File: config.mk
export PLATFORM = sky130hd
export DESIGN_NAME = wide_add_seq_flat
export DESIGN_NICKNAME = d
export VERILOG_FILES = /design/src/rtl/wide_add_seq_if.sv /design/src/rtl/wide_add_seq.sv /design/src/flat_wrapper.sv
export SDC_FILE = /design/constraint.sdc
export NUM_CORES = 1
export LEC_CHECK = 0
export BUFFER_PORTS_ARGS = -buffer_cell sky130_fd_sc_hd__buf_4
export CORE_MARGIN = 2
export CORE_UTILIZATION = 55
export CTS_CLUSTER_DIAMETER = 30
export DETAILED_ROUTE_END_ITERATION = 8
export PLACE_DENSITY = 0.81
export SYNTH_ARGS = -nofsm -noshare
export SYNTH_HDL_FRONTEND = slang
export SYNTH_SLANG_ARGS = --single-unit
File: constraint.sdc
create_clock -name clk -period 5.7 [get_ports clk]
set_input_delay 0.855 -clock clk [delete_from_list [all_inputs] [get_ports clk]]
set_output_delay 0.855 -clock clk [all_outputs]
set_load 0.005 [all_outputs]
File: src/rtl/wide_add_seq_if.sv
// Handshake bundle between operand producer, add/sub sequencer and result
// consumer. The producer/consumer side uses the master modport; the
// sequencer uses the slave modport.
interface wide_add_seq_if #(
    parameter int WIDTH = 128
);
    logic             in_valid;
    logic             in_ready;
    logic [WIDTH-1:0] a;
    logic [WIDTH-1:0] b;
    logic             cin;
    logic             sub;
    logic             out_valid;
    logic             out_ready;
    logic [WIDTH-1:0] sum;
    logic             cout;
    logic             ovf;
    logic             busy;

    modport master (
        output in_valid, a, b, cin, sub, out_ready,
        input  in_ready, out_valid, sum, cout, ovf, busy
    );

    modport slave (
        input  in_valid, a, b, cin, sub, out_ready,
        output in_ready, out_valid, sum, cout, ovf, busy
    );
endinterface

File: src/rtl/wide_add_seq.sv
// Wide add/subtract sequencer: one CHUNK-bit carry-lookahead adder is reused
// once per chunk, LSB chunk first, with the inter-chunk carry held in a
// register. Results are held until the consumer accepts them.

// N-bit carry-lookahead adder built from 4-bit lookahead groups whose group
// carries are chained. N must be a multiple of 4.
module cla #(
    parameter int N = 32
) (
    input  logic [N-1:0] a,
    input  logic [N-1:0] b,
    input  logic         ci,
    output logic [N-1:0] s,
    output logic         co
);
    localparam int NG = N / 4;

    // Carries out of bit positions 0..3 of a 4-bit group, fully looked ahead.
    function automatic logic [3:0] la4(
        input logic [3:0] g,
        input logic [3:0] p,
        input logic       c0
    );
        logic [3:0] c;
        c[0] = g[0] | (p[0] & c0);
        c[1] = g[1] | (p[1] & g[0]) | (p[1] & p[0] & c0);
        c[2] = g[2] | (p[2] & g[1]) | (p[2] & p[1] & g[0])
             | (p[2] & p[1] & p[0] & c0);
        c[3] = g[3] | (p[3] & g[2]) | (p[3] & p[2] & g[1])
             | (p[3] & p[2] & p[1] & g[0]) | (p[3] & p[2] & p[1] & p[0] & c0);
        return c;
    endfunction

    logic [N-1:0] g_s;
    logic [N-1:0] p_s;
    logic         gc_s;
    logic [3:0]   cc_s;

    // Generate/propagate per bit, lookahead inside each group, chain group carries.
    always_comb begin
        g_s  = a & b;
        p_s  = a ^ b;
        s    = '0;
        gc_s = ci;
        cc_s = 4'b0000;
        for (int k = 0; k < NG; k++) begin
            cc_s         = la4(g_s[4*k +: 4], p_s[4*k +: 4], gc_s);
            s[4*k +: 4]  = p_s[4*k +: 4] ^ {cc_s[2:0], gc_s};
            gc_s         = cc_s[3];
        end
        co = gc_s;
    end
endmodule

module wide_add_seq #(
    parameter int WIDTH = 128,
    parameter int CHUNK = 32
) (
    input  logic               clk,
    input  logic               rst_n,
    wide_add_seq_if.slave      bus
);
    localparam int NCH  = WIDTH / CHUNK;
    localparam int IDXW = (NCH > 1) ? $clog2(NCH) : 1;

    typedef enum logic [1:0] {
        ST_IDLE = 2'd0,
        ST_RUN  = 2'd1,
        ST_DONE = 2'd2
    } state_t;

    state_t             state_r;
    logic [IDXW-1:0]    idx_r;
    logic               carry_r;
    logic [WIDTH-1:0]   opa_r;
    logic [WIDTH-1:0]   opb_r;
    logic               a_msb_r;
    logic               b_msb_r;
    logic [WIDTH-1:0]   sum_r;
    logic               cout_r;
    logic               ovf_r;
    logic               in_ready_r;
    logic               out_valid_r;
    logic               busy_r;

    logic [CHUNK-1:0]   slice_a_s;
    logic [CHUNK-1:0]   slice_b_s;
    logic [CHUNK-1:0]   slice_sum_s;
    logic               slice_co_s;
    logic               last_s;

    // Select the chunk of each captured operand that is being added this cycle.
    always_comb begin
        slice_a_s = opa_r[idx_r*CHUNK +: CHUNK];
        slice_b_s = opb_r[idx_r*CHUNK +: CHUNK];
        last_s    = (idx_r == IDXW'(NCH - 1));
    end

    cla #(.N(CHUNK)) u_cla (
        .a  (slice_a_s),
        .b  (slice_b_s),
        .ci (carry_r),
        .s  (slice_sum_s),
        .co (slice_co_s)
    );

    // Sequencer FSM: capture operands, walk the chunks, hold the result.
    always_ff @(posedge clk or negedge rst_n) begin
        if (!rst_n) begin
            state_r     <= ST_IDLE;
            idx_r       <= '0;
            carry_r     <= 1'b0;
            opa_r       <= '0;
            opb_r       <= '0;
            a_msb_r     <= 1'b0;
            b_msb_r     <= 1'b0;
            sum_r       <= '0;
            cout_r      <= 1'b0;
            ovf_r       <= 1'b0;
            in_ready_r  <= 1'b1;
            out_valid_r <= 1'b0;
            busy_r      <= 1'b0;
        end else begin
            case (state_r)
                ST_IDLE: begin
                    if (bus.in_valid) begin
                        // Subtraction is A + ~B + 1; the +1 rides in on the carry.
                        opa_r      <= bus.a;
                        opb_r      <= bus.sub ? ~bus.b : bus.b;
                        carry_r    <= bus.sub ? 1'b1 : bus.cin;
                        a_msb_r    <= bus.a[WIDTH-1];
                        b_msb_r    <= bus.sub ? ~bus.b[WIDTH-1] : bus.b[WIDTH-1];
                        idx_r      <= '0;
                        state_r    <= ST_RUN;
                        in_ready_r <= 1'b0;
                        busy_r     <= 1'b1;
                    end
                end
                ST_RUN: begin
                    sum_r[idx_r*CHUNK +: CHUNK] <= slice_sum_s;
                    carry_r                     <= slice_co_s;
                    if (last_s) begin
                        cout_r      <= slice_co_s;
                        ovf_r       <= (a_msb_r ~^ b_msb_r) & (slice_sum_s[CHUNK-1] ^ a_msb_r);
                        idx_r       <= '0;
                        state_r     <= ST_DONE;
                        out_valid_r <= 1'b1;
                    end else begin
                        idx_r <= idx_r + IDXW'(1);
                    end
                end
                ST_DONE: begin
                    // A pending in_valid is not looked at here; it is taken from IDLE.
                    if (bus.out_ready) begin
                        state_r     <= ST_IDLE;
                        out_valid_r <= 1'b0;
                        in_ready_r  <= 1'b1;
                        busy_r      <= 1'b0;
                    end
                end
                default: begin
                    state_r     <= ST_IDLE;
                    idx_r       <= '0;
                    out_valid_r <= 1'b0;
                    in_ready_r  <= 1'b1;
                    busy_r      <= 1'b0;
                end
            endcase
        end
    end

    assign bus.in_ready  = in_ready_r;
    assign bus.out_valid = out_valid_r;
    assign bus.busy      = busy_r;
    assign bus.sum       = sum_r;
    assign bus.cout      = cout_r;
    assign bus.ovf       = ovf_r;
endmodule

File: src/flat_wrapper.sv
// flat-port wrapper written by rule: the top's interface ports become plain ports
module wide_add_seq_flat 
#(
    parameter int WIDTH = 128,
    parameter int CHUNK = 32
)
  (clk, rst_n, bus_in_valid, bus_a, bus_b, bus_cin, bus_sub, bus_out_ready, bus_in_ready, bus_out_valid, bus_sum, bus_cout, bus_ovf, bus_busy);
  wide_add_seq_if #(.WIDTH(WIDTH)) bus_i ();
  input  logic clk;
  input  logic rst_n;
  input wire logic [$bits(bus_i.in_valid)-1:0] bus_in_valid;
  input wire logic [$bits(bus_i.a)-1:0] bus_a;
  input wire logic [$bits(bus_i.b)-1:0] bus_b;
  input wire logic [$bits(bus_i.cin)-1:0] bus_cin;
  input wire logic [$bits(bus_i.sub)-1:0] bus_sub;
  input wire logic [$bits(bus_i.out_ready)-1:0] bus_out_ready;
  output wire logic [$bits(bus_i.in_ready)-1:0] bus_in_ready;
  output wire logic [$bits(bus_i.out_valid)-1:0] bus_out_valid;
  output wire logic [$bits(bus_i.sum)-1:0] bus_sum;
  output wire logic [$bits(bus_i.cout)-1:0] bus_cout;
  output wire logic [$bits(bus_i.ovf)-1:0] bus_ovf;
  output wire logic [$bits(bus_i.busy)-1:0] bus_busy;
  assign bus_i.in_valid = bus_in_valid;
  assign bus_i.a = bus_a;
  assign bus_i.b = bus_b;
  assign bus_i.cin = bus_cin;
  assign bus_i.sub = bus_sub;
  assign bus_i.out_ready = bus_out_ready;
  assign bus_in_ready = bus_i.in_ready;
  assign bus_out_valid = bus_i.out_valid;
  assign bus_sum = bus_i.sum;
  assign bus_cout = bus_i.cout;
  assign bus_ovf = bus_i.ovf;
  assign bus_busy = bus_i.busy;
  wide_add_seq #(.WIDTH(WIDTH), .CHUNK(CHUNK)) u_core (.clk(clk), .rst_n(rst_n), .bus(bus_i));
endmodule
# Word-level counts from Yosys, hierarchy flattened
# Cells that the tools add are included.
[word_totals]
regBits = 396
input_bits = 262
out_inout_bits = 133
[classes]
n_addsub = 2
eq_ne = 6
shift = 4
muxes = 21
n_bitwise = 226
n_reduce_logical = 9
[ops]
columns = ["op", "n"]
rows = [
  ["$shiftx 128x8->32", 2],
  ["$and 1x1->1", 129],
  ["$bwmux 128", 1],
  ["$mux 128", 1],
  ["$not 128->128", 1],
  ["$shift 32x34->128 const A", 1],
  ["$shiftx 32x34->128", 1],
  ["$or 1x1->1", 80],
  ["$neg 7->34", 1],
  ["$and 32x32->32", 1],
  ["$xor 32x32->32", 1],
  ["$xor 4x4->4", 8],
  ["$pmux 2 s3", 2],
  ["$mux 2", 5],
  ["$pmux 1 s3", 3],
  ["$reduce_and 3->1", 3],
  ["$mux 1", 8],
  ["$reduce_and 2->1", 4],
  ["$eq 2x2->1 const B", 2],
  ["$ne 2x2->1 const B", 2],
  ["$not 1->1", 4],
  ["$add 2x1->2 const B", 1],
  ["$eq 2x1->1 const B", 1],
  ["$logic_not 2->1", 1],
  ["5 further kinds", 5],
]

# Logic depth before layout (Yosys ltp)
# Gate-level depths: netlist (run 1).
[logic_depth]
ltp_word = 24
depth_mapped = 15
ltp_nobuf = 12

# Cells and area by module
# A second synthesis (run 1) with hierarchy kept.
[hier_totals]
hier_cells = 1404
hier_area_um2 = 18317.6
[modules_own_cells]
columns = ["module", "n_inst", "cells_per_inst", "area_each_um2", "seq_area_each_um2"]
rows = [
  ["wide_add_seq", 1, 1251, 17032.6, 9860.7],
  ["cla", 1, 153, 1285.0, 0.0],
]

# Worst setup path after synthesis (run 1)
# OpenSTA, ideal clock, no wires.
[synth_path]
path_type = "register to register"
startpoint = "register u_core.idx_r[0]"
endpoint = "register u_core.sum_r[124], in the netlist u_core.bus.sum[124]"
setup_time_ns = 0.083
t_arrival_ns = 4.207
slack_ns = 1.410
stages_incl_launch_ff = 15
path_buffers = 3
synth_period_minus_slack_ns = 4.290
cell_sequence = "dfrtp_1 > clkbuf_1 > buf_2 > buf_1 > mux4_2 > ha_1 > and2_1 > a221o_1 > a221oi_2 > o21ai_1 > o21ai_1 > nand2b_1 > nor2_1 > fa_1 > o21ai_0"
[synth_via]
elab_chain_cells = 24
elab_cells_between_ends = 213
classes_between = "1 x add/sub; 4 x shift; 1 x mux; 207 x bitwise"
[synth_rtl]
columns = ["item", "line_no", "source"]
rows = [
  ["start: declaration", "wide_add_seq.sv:73", "logic [IDXW-1:0] idx_r;"],
  ["start signal: assignment", "wide_add_seq.sv:149", "idx_r <= idx_r + IDXW'(1);"],
  ["$shiftx 128x8->32 (on tied branches)", "wide_add_seq.sv:94, wide_add_seq.sv:95", ""],
  ["$xor 32x32->32 or $and 32x32->32 (tied branches)", "wide_add_seq.sv:42, wide_add_seq.sv:41", ""],
  ["$and 1x1->1 (on tied branches)", "wide_add_seq.sv:29, wide_add_seq.sv:30", ""],
  ["$or 1x1->1 (tied with other cells)", "wide_add_seq.sv:29", "c[3] = g[3] | (p[3] & g[2]) | (p[3] & p[2] & g[1])"],
  ["$or 1x1->1 or $and 1x1->1 (tied branches)", "wide_add_seq.sv:29, wide_add_seq.sv:30", ""],
  ["$or 1x1->1 or $and 1x1->1 (tied branches)", "wide_add_seq.sv:30", "| (p[3] & p[2] & p[1] & g[0]) | (p[3] & p[2] & p[1] & p[0] & c0);"],
  ["$or 1x1->1", "wide_add_seq.sv:30", ""],
  ["$and 1x1->1", "wide_add_seq.sv:30", ""],
  ["(+8 left out)", "--", ""],
  ["$or 1x1->1", "wide_add_seq.sv:30", ""],
  ["$and 1x1->1", "wide_add_seq.sv:30", ""],
  ["$or 1x1->1", "wide_add_seq.sv:30", ""],
  ["$and 1x1->1 (on tied branches)", "wide_add_seq.sv:25, wide_add_seq.sv:26, wide_add_seq.sv:28", ""],
  ["$or 1x1->1 (on tied branches)", "wide_add_seq.sv:25, wide_add_seq.sv:26, wide_add_seq.sv:28", ""],
  ["$xor 4x4->4", "wide_add_seq.sv:48", "s[4*k +: 4] = p_s[4*k +: 4] ^ {cc_s[2:0], gc_s};"],
  ["$shiftx 32x34->128", "wide_add_seq.sv:140", "sum_r[idx_r*CHUNK +: CHUNK] <= slice_sum_s;"],
  ["$bwmux 128 (*)", "wide_add_seq.sv:140", ""],
  ["end signal: indexed assignment", "wide_add_seq.sv:140", ""],
  ["end: declaration", "wide_add_seq.sv:79", "logic [WIDTH-1:0] sum_r;"],
]
# Every way passes the cells marked *; elsewhere a longest branch is shown, timed or not.
# A chain may end at the register's enable or synchronous reset.

# Final worst setup path (run 1)
[layout_path]
startpoint = "register u_core.idx_r[0]"
endpoint = "register u_core.sum_r[93], in the netlist u_core.bus.sum[93]"
# The elaborated chain is that of the path after synthesis.

==> results.txt, run 1 <==
----------------------------------------------------
[Status]
  Result of the run ... finished, final reports clean

[Logic synthesis]
  Synthesized net count ... 1790
  Number of flops mapped to enable cells by yosys ... 0
  Biggest area consumer among synthesized cells ... dfrtp_1
  Synth unique cells ... 49
  Share of the yosys chip area belonging to registers ... 53.9%
  Synthesized area ... between 0.015 and 0.02 mm²
  Share of async-settable or async-resettable flops after synthesis ... 100%
  Avg Synthesized Cell Area ... 12.3 µm²
  Commonest register cell after synthesis ... dfrtp_1
  Largest cells by area after synthesis ... dfrtp_1, mux2_2, mux4_2
  Top post-synthesis cells by count ... dfrtp_1, a21oi_1, nor2_1
  Top-count cell post-synth ... dfrtp_1
  Synthesized flop and latch total ... slightly below 400
  Synthesized instance count ... 1482
  Count of synthesis-stage warnings from yosys ... 0
  Post-synth top area share ... between 50% and 60%

[Setup path]
  Timing endpoint of the critical path ... u_core.bus.sum[93]
  CP endpoint kind ... flop
  Path depth of the worst reg2reg path ... 12
  Worst Path Arrival ... between 5000 and 6000 ps
  CP Data Required Time ... 6120 ps
  R2R setup slack ... 1050 ps
  Classification of the worst setup path ... reg -> reg
  Timing startpoint of the critical path ... u_core.idx_r[0]
  Maximum fanout along the worst path ... 41
  Startpoint of the worst-slack reg-to-reg timing path ... u_core.idx_r[0]
  Critical register-to-register path endpoint ... u_core.bus.sum[93]
  Type of element launching the critical path ... flop

[Floorplan]
  Core region area ... 0.0326 mm²
  Top-level port count ... 395
  Full die area ... around 0.035 mm²
  Number of core rows ... 66
  Die outline width ... ~190 µm
  Effective utilization at floorplan ... 56.0%
  Die height ... 186 µm

[Timing]
  Pins Over Slew Limit ... 0
  Relative slew margins ... between 10% and 20%
  FMAX ... around 220 MHz
  Final setup TNS ... 0 ps
  Final setup viols ... 0
  Number of hold violations in the final report ... 0
  Slew at the pin closest to its max-slew limit ... 1280 ps
  Period minus WS final ... 4650 ps
  Final cycle utilization of the critical path ... 81.5%
  Unrepaired setup endpoints after global routing ... false
  Setup slack after layout ... 1050 ps
  Worst-case clock skew ... 23.7 ps

[Drt]
  Number of iterations in the first detailed-routing pass ... 5
  Wire length per cell after detailed routing ... roughly 22 µm
  Post-Route WL ... 52500 µm
  Final ANT Viol Nets ... 0
  Via count of the routed design ... approximately 14k
  # DRC ... 0
  Starting DRT DRC Count ... 1026
  Via-per-instance ratio ... 5.78

[Cells and area]
  Number of nets at the end of the flow ... 2185
  Area of all sequential standard cells ... 0.00987 mm²
  Final instance area ... 0.0244 mm²
  Number of filler cells placed in the layout ... ~2.1k
  P&R area growth vs syn ... 33.6%
  Share of post-route cells with drive strength above 1 ... approximately two fifths
  Post-Route Utilization ... between 70% and 80%
  Multi-input combinational cell area ... 0.00801 mm²

[Pwr]
  Pwr/cell area ... 742 mW/mm²
  Leak Pwr ... 0.0110 µW
  Worst supply voltage drop on vdd ... 503 µV

[CTS]
  Clock latency at the later pin of the worst-skew pair ... 580 ps
  CTS root buf ... clkbuf_16
  Setup repair bufs after CTS ... 0
  H-tree levels ... 3
  Total number of clock tree sinks ... between 300 and 400
  TritonCTS clock tree ... done
  Buffer levels on the longest clock path ... 3
  Clock-pin transition on the worst setup and hold timing paths ... ~60 ps
  CTS-repair resized insts ... 0
  Number of buffers added by the clock tree synthesis step ... between 70 and 80
  Post-CTS Hold Fix Bufs ... 0

[Placed design]
  Dpl hpwl ... around 36000 µm
  Final GP Congestion ... 0.833
  Port Buf Inserts ... 394
  Worst Setup Slack post-DPL ... 1030 ps
  Area after detailed placement ... 0.0217 mm²

[GRT]
  GRT Resource Usage Total ... 30.5%
  Number of global-route vias before repair ... 14.3k
  Sum of overflow across all layers after global routing ... 0
  Maximum number of pins on one net before global-route repair ... 155
  First-pass GRT wire length ... just over 80000 µm
  Number of antenna violations at the first check in global routing ... 5

[Run]
  Number of max-cap violations ... 0

[Min path]
  Worst Hold Class ... in -> async

----------------------------------------------------
-- where the power goes --
| part | total (µW) | switching (µW) | internal [µW] |
|---|---|---|---|
| Combinational | 8500 | 4890 | 3610 |
| Clock | 4710 | 1600 | 3110 |
| Sequential | 4920 | 902 | 4020 |
| Total | 18100 | 7390 | 10700 |
-- critical path: stages, from the launching register on --
cell,delay [ps]
dfrtp_4,940
mux4_2,590
ha_1,340
o21ai_0,130
o21ai_0,460
nand3_1,260
a211oi_2,470
o21ai_1,210
nand2b_1,140
nor2_1,60
fa_1,380
xor2_1,280
o21ai_0,160
-- flip-flops by register name, summed over array words and instances, names as in the netlist, 2 cells and up --
register and flops:
u_core.idx_r 2, u_core.bus.sum 128, u_core.state_r 2, u_core.opa_r 127
u_core.opb_r 127
-- metal layers --
metal	share of wire (%)	vias up	GRT usage (%)
met5	0	-	0
met4	3.7	0	12.6
met3	8.3	120	7.17
met2	48	692	48.5
met1	40	6902	40.7
li1	-	6093	-
-- how the worst min path moves through the flow --
stage               cells after the start                from  slack (ps)             endpoint
global route                            1               rst_n         290   u_core.bus.sum[69]
CTS                                     1               rst_n         280  u_core.bus.sum[122]
finish                                  1               rst_n         240   u_core.bus.sum[65]
detailed placement                      2  u_core.bus.sum[56]         480   u_core.bus.sum[56]
floorplan                               2     u_core.bus.cout         470      u_core.bus.cout
global placement                        2  u_core.bus.sum[77]         470   u_core.bus.sum[77]
-- placed cells by master, fill, tap and decap left out, types with 13 or more instances in the layout --
cell / count
xnor2_1: 141
nand2_1: 75
inv_1: 13
clkbuf_16: 78
a22o_1: 80
ha_1: 38
a21oi_1: 149
mux2_2: 128
clkinvlp_4: 15
nor2_1: 147
buf_4: 407
o21ai_0: 55
dfrtp_1: 391
mux4_2: 64
-- through the flow --
| step | hold WS, ps | power [µW] | cells |
|---|---|---|---|
| 6_report | 242 | 18100 | 2388 |
| 5_1_grt | 290 | 19200 | 2388 |
| 4_1_cts | 276 | 18100 | 2383 |
| 3_5_place_dp | 475 | 13300 | 2240 |
| 3_3_place_gp | 468 | 12900 | 2240 |
| 2_1_floorplan | 473 | 10100 | 1482 |
-- cell families after synthesis --
| kind of cell | after synthesis | synth area share [%] |
|---|---|---|
| AOI/OAI and AO/OA | 326 | 11.3 |
| xor gates and xnor gates | 147 | 7.04 |
| adders and majority gates | 46 | 3.48 |
| buffers and inverters | 112 | 2.33 |
| DFF | 394 | 53.9 |
| muxes | 197 | 16.0 |
| and+or+nand+nor | 260 | 5.83 |
-- area by class of cell --
type	instances	share of cell area [%]
inverter	13	0.200
clock buffer	87	8.34
tap	442	2.26
timing repair buffer	415	13.1
multi-input combinational	976	32.8
clock inverter	56	2.84
antenna	5	0.0512
sequential	394	40.4
(Power assumes the default switching activity.)
==> inputs of run 2 (changes only) <==
==> constraint.sdc (replaced) <==
create_clock -name clk -period 4.7 [get_ports clk]
set_input_delay 0.705 -clock clk [delete_from_list [all_inputs] [get_ports clk]]
set_output_delay 0.705 -clock clk [all_outputs]
set_load 0.005 [all_outputs]
==> run 2 against run 1 <==
  * Via count rose by 1.3%
  * Final cell count rose by 0.21%
  * Largest cell class unchanged
  * Maximum frequency rose by 7.0%
  * Critical endpoint unchanged
==> results.txt, run 2 (synthesized netlist as in run 1, its figures left out) <==
----------------------------------------------------
[Placed design]
  Final GP Congestion ... 0.880 (+5.6%)
  Port Buf Inserts ... 394 (unchanged)
  Worst Setup Slack post-DPL ... 490 ps (-539 ps)
  Dpl hpwl ... 36900 µm (+2.2%)

[Status]
  Result of the run ... finished, final reports clean

[Timing]
  Unrepaired setup endpoints after global routing ... false
  Number of hold violations in the final report ... 0 (unchanged)
  Final setup viols ... 0 (unchanged)
  Worst-case clock skew ... 21.3 ps (-2.43 ps)
  Slew at the pin closest to its max-slew limit ... 909 ps (-376 ps)
  Period minus WS final ... 4340 ps (-302 ps)
  Post-Route Hold Slack ... 103 ps (-139 ps)
  Pins Over Slew Limit ... 0 (unchanged)
  Final setup TNS ... 0 ps (unchanged)
  Setup slack after layout ... 357 ps (-698 ps)
  FMAX ... 230 MHz (+7.0%)
  Final cycle utilization of the critical path ... 92.4% (+11 points)
  Relative slew margins ... 39.0% (+25 points)

[Drt]
  Via count of the routed design ... 14.0k (+1.3%)
  Starting DRT DRC Count ... 957 (-6.7%)
  Wire length per cell after detailed routing ... 22.7 µm (+3.4%)
  Final ANT Viol Nets ... 0 (unchanged)
  Number of iterations in the first detailed-routing pass ... 8 (+3)
  Via-per-instance ratio ... 5.84 (+1.0%)
  Post-Route WL ... 54400 µm (+3.6%)
  # DRC ... 0 (unchanged)

[Min path]
  Worst Hold Class ... in -> async

[Floorplan]
  Die height ... 186 µm (unchanged)
  Die outline width ... 186 µm (unchanged)
  Effective utilization at floorplan ... 56.0% (unchanged)
  Full die area ... 0.0347 mm² (unchanged)
  Number of core rows ... 66 (unchanged)
  Top-level port count ... 395 (unchanged)
  Core region area ... 0.0326 mm² (unchanged)

[GRT]
  Number of global-route vias before repair ... 14.6k (+2.5%)
  First-pass GRT wire length ... 84500 µm (+3.0%)
  GRT Resource Usage Total ... 31.4% (+0.91 points)
  Sum of overflow across all layers after global routing ... 0 (unchanged)
  Maximum number of pins on one net before global-route repair ... 163 (+5.2%)
  Number of antenna violations at the first check in global routing ... 7 (+2)

[CTS]
  Buffer levels on the longest clock path ... 3 (unchanged)
  CTS root buf ... clkbuf_16
  H-tree levels ... 3 (unchanged)
  Post-CTS Hold Fix Bufs ... 0 (unchanged)
  Setup repair bufs after CTS ... 0 (unchanged)
  Clock latency at the later pin of the worst-skew pair ... 570 ps (about the same)
  Total number of clock tree sinks ... 394 (unchanged)
  Clock-pin transition on the worst setup and hold timing paths ... 50 ps (about the same)
  TritonCTS clock tree ... done
  Number of buffers added by the clock tree synthesis step ... 79 (+2.6%)
  CTS-repair resized insts ... 0 (unchanged)

[Setup path]
  Type of element launching the critical path ... flop
  Worst Path Arrival ... 4770 ps (-300 ps)
  Maximum fanout along the worst path ... 15 (-63%)
  CP endpoint kind ... flop
  Path depth of the worst reg2reg path ... 13 (+1)
  Classification of the worst setup path ... reg -> reg
  CP Data Required Time ... 5130 ps (-990 ps)

[Cells and area]
  Post-Route Utilization ... 75.2% (+0.33 points)
  Commonest non-fill, non-tap cell in the layout ... buf_4
  Share of post-route cells with drive strength above 1 ... 39.4% (+0.26 points)
  Number of nets at the end of the flow ... 2192 (+0.32%)
  P&R area growth vs syn ... 34.2%
  Highest-count cells in the layout ignoring fill and taps ... buf_4, dfrtp_1, a21oi_1
  Flip-flop count of the largest register, all copies and words added ... 128 (unchanged)

[Run]
  Number of max-cap violations ... 0 (unchanged)

[Pwr]
  Post-layout power ... 22400 µW (+24%)
  Worst supply voltage drop on vdd ... 523 µV (+3.9%)
  Pwr/cell area ... 914 mW/mm² (+23%)
  Leak Pwr ... 0.0110 µW (+0.65%)

----------------------------------------------------
[run 2: changes by cell type in the layout (fill, tap and decap cells not counted)]
cell / before / now
clkinv_4: 4 / 11
clkinvlp_4: 15 / 10
buf_4: 407 / 410
clkbuf_16: 78 / 81
buf_12: 6 / 8
clkbuf_1: 4 / 2
clkbuf_8: 5 / 3
clkinv_2: 10 / 8
inv_8: 4 / 6
bufinv_16: 11 / 10
[run 2: path summary, 6_finish.rpt]
path	start	slack [ps]	to
worst max-delay path	u_core.idx_r[0]	360	u_core.bus.sum[93]
worst min-delay path	rst_n	100	u_core.bus.sum[28]
worst max register to register	u_core.idx_r[0]	360	u_core.bus.sum[93]
worst min register to register	u_core.bus.sum[5]	480	u_core.bus.sum[5]
max in group asynchronous	rst_n	3250	u_core.idx_r[1]
min in group clk	bus_a[108]	360	u_core.opa_r[108]
[run 2: final cells by class]
type                    count  area [µm²]
well taps                 442         553
clock buffers              86        2080
flip-flops and latches    394        9870
clock inverters            57         699
fillers                  2063        8090
multi-input cells         976        8010
repair buffers            420        3260
inverters                  13        48.8
diodes                      5        12.5
[run 2: critical path, stage by stage, from the launching register on]
cell	delay (ps)
dfrtp_4	490
buf_4	310
mux4_2	560
ha_1	340
o21ai_0	130
o21ai_0	470
nand3_1	290
a211oi_2	460
o21ai_1	200
nand2b_1	130
nor2_1	60
fa_1	370
xor2_1	260
o21ai_0	130
[run 2: per-stage QoR]
step | std cells | instance area [µm²]
floorplan | 1482 | 18300
global placement | 2245 | 21700
detailed placement | 2245 | 21700
global route | 2392 | 24500
CTS | 2388 | 24500
finish | 2393 | 24500
[run 2: report_power, final]
| group | total [µW] | leakage, µW | switching [µW] | internal (µW) |
|---|---|---|---|---|
| sequential | 5940 | 0.00477 | 1060 | 4880 |
| combinational | 10700 | 0.00492 | 6210 | 4500 |
| clock | 5780 | 0.00134 | 1980 | 3800 |
[run 2: metal layers]
layer | track usage [%] | vias to the layer above | wire length (µm)
met1 | 42.3 | 6988 | 22000
met5 | 0 | - | 12
li1 | - | 6110 | -
met3 | 6.81 | 148 | 4420
met2 | 49.1 | 732 | 25600
met4 | 14.7 | 2 | 2360
==> inputs of run 3 (changes only) <==
--- a/config.mk
+++ b/config.mk
@@ -11,6 +11,8 @@
 export CTS_CLUSTER_DIAMETER = 30
 export DETAILED_ROUTE_END_ITERATION = 8
 export PLACE_DENSITY = 0.81
+export RECOVER_POWER = 100
 export SYNTH_ARGS = -nofsm -noshare
 export SYNTH_HDL_FRONTEND = slang
+export SYNTH_HIERARCHICAL = 1
 export SYNTH_SLANG_ARGS = --single-unit
==> run 3 against run 2 <==
  * The run now ends with capacitance limit, slew limit left
  * Critical path depth decreased by 10
  * Worst hold slack improved by 270 ps
  * Cell area decreased by 2.4%
  * Clock-buffer cell count decreased by 1
  * Sequential power increased by 2%
  * Core utilization decreased by 2.0 points
  * Total power decreased by 1.5%
  * Via count decreased by 4.5%
  * Sequential cell count unchanged
  * Clock skew increased by 4.4 ps
  * Synthesized cell count decreased by 5.3%
  * Global-route usage decreased by 1.8 points
  * Largest cell class unchanged
  * Largest power group unchanged
==> results.txt, run 3 <==
----------------------------------------------------
[Status]
  Result of the run ... complete, but fails checks
  Violations in the final reports ... capacitance limit, slew limit

[Timing]
  Period minus WS final ... 4450 ps (+102 ps)
  Worst-case clock skew ... 25.7 ps (+4.42 ps)
  Slew at the pin closest to its max-slew limit ... 2720 ps (+1810 ps)
  Post-Route Hold Slack ... 372 ps (+268 ps)
  Final setup TNS ... 0 ps (unchanged)
  Pins Over Slew Limit ... 359 (+359)
  Unrepaired setup endpoints after global routing ... false
  FMAX ... 225 MHz (-2.3%)
  Final cycle utilization of the critical path ... 94.6% (+2.2 points)
  Relative slew margins ... -81.6% (-120 points)
  Final setup viols ... 0 (unchanged)
  Number of hold violations in the final report ... 0 (unchanged)

[Drt]
  Number of iterations in the first detailed-routing pass ... 5 (-3)
  Wire length per cell after detailed routing ... 22.5 µm (-1.0%)
  Final ANT Viol Nets ... 0 (unchanged)
  Starting DRT DRC Count ... 1105 (+15%)
  Via-per-instance ratio ... 5.80 (-0.70%)
  # DRC ... 0 (unchanged)
  Via count of the routed design ... 13.3k (-4.5%)
  Post-Route WL ... 51800 µm (-4.8%)

[Logic synthesis]
  Avg Synthesized Cell Area ... 13.0 µm² (+5.8%)
  Count of synthesis-stage warnings from yosys ... 6 (+6)
  Synthesized net count ... 1712 (-4.4%)
  Share of async-settable or async-resettable flops after synthesis ... 100% (unchanged)
  Share of the yosys chip area belonging to registers ... 53.8% (-0.11 points)
  Biggest area consumer among synthesized cells ... dfrtp_1
  Synth unique cells ... 50 (+2.0%)
  Synthesized area ... 0.0183 mm² (+0.21%)
  Largest cells by area after synthesis ... dfrtp_1, mux2_2, mux4_2
  Top post-synthesis cells by count ... dfrtp_1, a21oi_1, xnor2_1
  Post-synth top area share ... 53.7% (-0.11 points)
  Synthesized instance count ... 1404 (-5.3%)
  Number of flops mapped to enable cells by yosys ... 0 (unchanged)
  Commonest register cell after synthesis ... dfrtp_1
  Top-count cell post-synth ... dfrtp_1
  Synthesized flop and latch total ... 394 (unchanged)

[GRT]
  Sum of overflow across all layers after global routing ... 0 (unchanged)
  Number of antenna violations at the first check in global routing ... 3 (-4)
  First-pass GRT wire length ... 79700 µm (-5.7%)
  Maximum number of pins on one net before global-route repair ... 118 (-28%)
  Number of global-route vias before repair ... 13.8k (-5.3%)
  GRT Resource Usage Total ... 29.6% (-1.8 points)

[Setup path]
  Worst Path Arrival ... 4870 ps (+100 ps)
  CP endpoint kind ... flop
  Type of element launching the critical path ... flop
  Max stage delay cell, worst path ... nor3b_1
  Classification of the worst setup path ... reg -> reg
  R2R setup slack ... 250 ps (-100 ps)
  Biggest cell delay along the critical path ... 2140 ps (+1580 ps)
  CP Data Required Time ... 5120 ps (about the same)
  Maximum fanout along the worst path ... 89 (+74)
  CP Cell Sequence ... nor3b_1, clkbuf_4, mux2_2

[CTS]
  Clock-pin transition on the worst setup and hold timing paths ... 50 ps (about the same)
  Clock latency at the later pin of the worst-skew pair ... 570 ps (about the same)
  Total number of clock tree sinks ... 394 (unchanged)
  Buffer levels on the longest clock path ... 3 (unchanged)
  TritonCTS clock tree ... done
  H-tree levels ... 3 (unchanged)
  CTS root buf ... clkbuf_16
  Number of buffers added by the clock tree synthesis step ... 71 (-10%)

[Cells and area]
  Highest-count cells in the layout ignoring fill and taps ... dfrtp_1, buf_4, a21oi_1
  Number of filler cells placed in the layout ... 2164 (+4.9%)
  Post-Route Utilization ... 73.2% (-2.0 points)
  Final instance area ... 0.0240 mm² (-2.4%)
  Number of nets at the end of the flow ... 2109 (-3.8%)
  Commonest non-fill, non-tap cell in the layout ... dfrtp_1
  P&R area growth vs syn ... 30.8%
  Share of post-route cells with drive strength above 1 ... 38.9% (-0.46 points)

[Placed design]
  Dpl hpwl ... 36100 µm (-2.4%)
  Area after detailed placement ... 0.0216 mm² (-0.54%)
  Port Buf Inserts ... 394 (unchanged)
  Final GP Congestion ... 0.894 (+1.6%)

[Min path]
  Worst Hold Class ... in -> reg

[Floorplan]
  Effective utilization at floorplan ... 56.0% (about the same)
  Full die area ... 0.0348 mm² (+0.20%)
  Number of core rows ... 66 (unchanged)
  Die height ... 186 µm (about the same)
  Top-level port count ... 395 (unchanged)
  Die outline width ... 186 µm (about the same)
  Core region area ... 0.0327 mm² (+0.25%)

[Pwr]
  Leak Pwr ... 0.0107 µW (-2.5%)
  Worst supply voltage drop on vdd ... 575 µV (+10%)
  Pwr/cell area ... 922 mW/mm² (+0.87%)

[Run]
  Number of max-cap violations ... 7 (+7)

----------------------------------------------------
[run 3: cell count changes in the layout (fill, tap and decap cells not counted), sizes merged, moves of 9 or more]
| cell | previous run | this run |
|---|---|---|
| o21ai | 59 | 13 |
| nand2 | 75 | 18 |
| clkbuf | 86 | 231 |
| clkinv | 21 | 10 |
| buf | 420 | 277 |
| nor2 | 147 | 138 |
| a22o | 80 | 128 |
[run 3: power by group]
group          internal [µW]  switching, µW
logic                   4530           6170
clock network           3470           1840
registers               4950           1130
total                  12900           9140
[run 3: final cells by class]
type	instances	area [µm²]	area share, %
antenna	3	7.51	0.0313
clock buffer	85	1920	8.02
clock inverter	43	573	2.39
inverter	14	52.6	0.219
multi-input combinational	897	7850	32.8
sequential	394	9870	41.2
tap	442	553	2.31
timing repair buffer	423	3130	13.1
[run 3: per-layer routing]
layer | global-route usage (%) | vias up | wire length, µm
met5 | 0 | - | 0
met4 | 10.8 | 0 | 1670
met3 | 5.23 | 105 | 3790
met2 | 47.4 | 650 | 24800
met1 | 40.9 | 6709 | 21500
li1 | - | 5884 | -
[run 3: cells by family after synthesis]
family,share of synthesized area [%]
flip-flops,53.8
multiplexers,15.9
AO/OA/AOI/OAI,11.8
buffers and inverters,3.19
XOR/XNOR,7.27
AND/OR/NAND/NOR,4.49
adder cells (fa/ha/maj),3.47
[run 3: timing repair]
item | 4_1_cts | 5_1_grt
resized for setup | 0 | 1
setup buffers | 0 | 0
hold buffers | 0 | 0
hold endpoints to repair | 0 | 0
endpoints found under the setup margin | 0 | 1
[run 3: critical path: cells and delay by family, from the launching register on]
family                 cells  cell delay [ps]
and+or+nand+nor            1             2140
buffers and inverters      1             1160
DFF                        1              540
muxes                      1              430
[run 3: per-stage QoR]
stage	instances	power (µW)	worst slack [ps]
global route	2301	23200	51.3
detailed placement	2170	16500	221
finish	2301	22100	254
global placement	2170	16100	263
CTS	2298	22000	209
floorplan	1404	12600	691
[run 3: path summary, 6_finish.rpt]
| check | start | endpoint | cells after the start |
|---|---|---|---|
| min in group asynchronous | rst_n | u_core/bus.sum[100] | 1 |
| worst min-delay path | bus_a[51] | u_core/opa_r[51] | 2 |
| worst max register to register | u_core/state_r[0] | u_core/opa_r[16] | 3 |
| max in group asynchronous | rst_n | u_core/opb_r[73] | 2 |
| worst max-delay path | u_core/state_r[0] | u_core/opa_r[16] | 3 |
| worst min register to register | u_core/bus.sum[110] | u_core/bus.sum[110] | 1 |
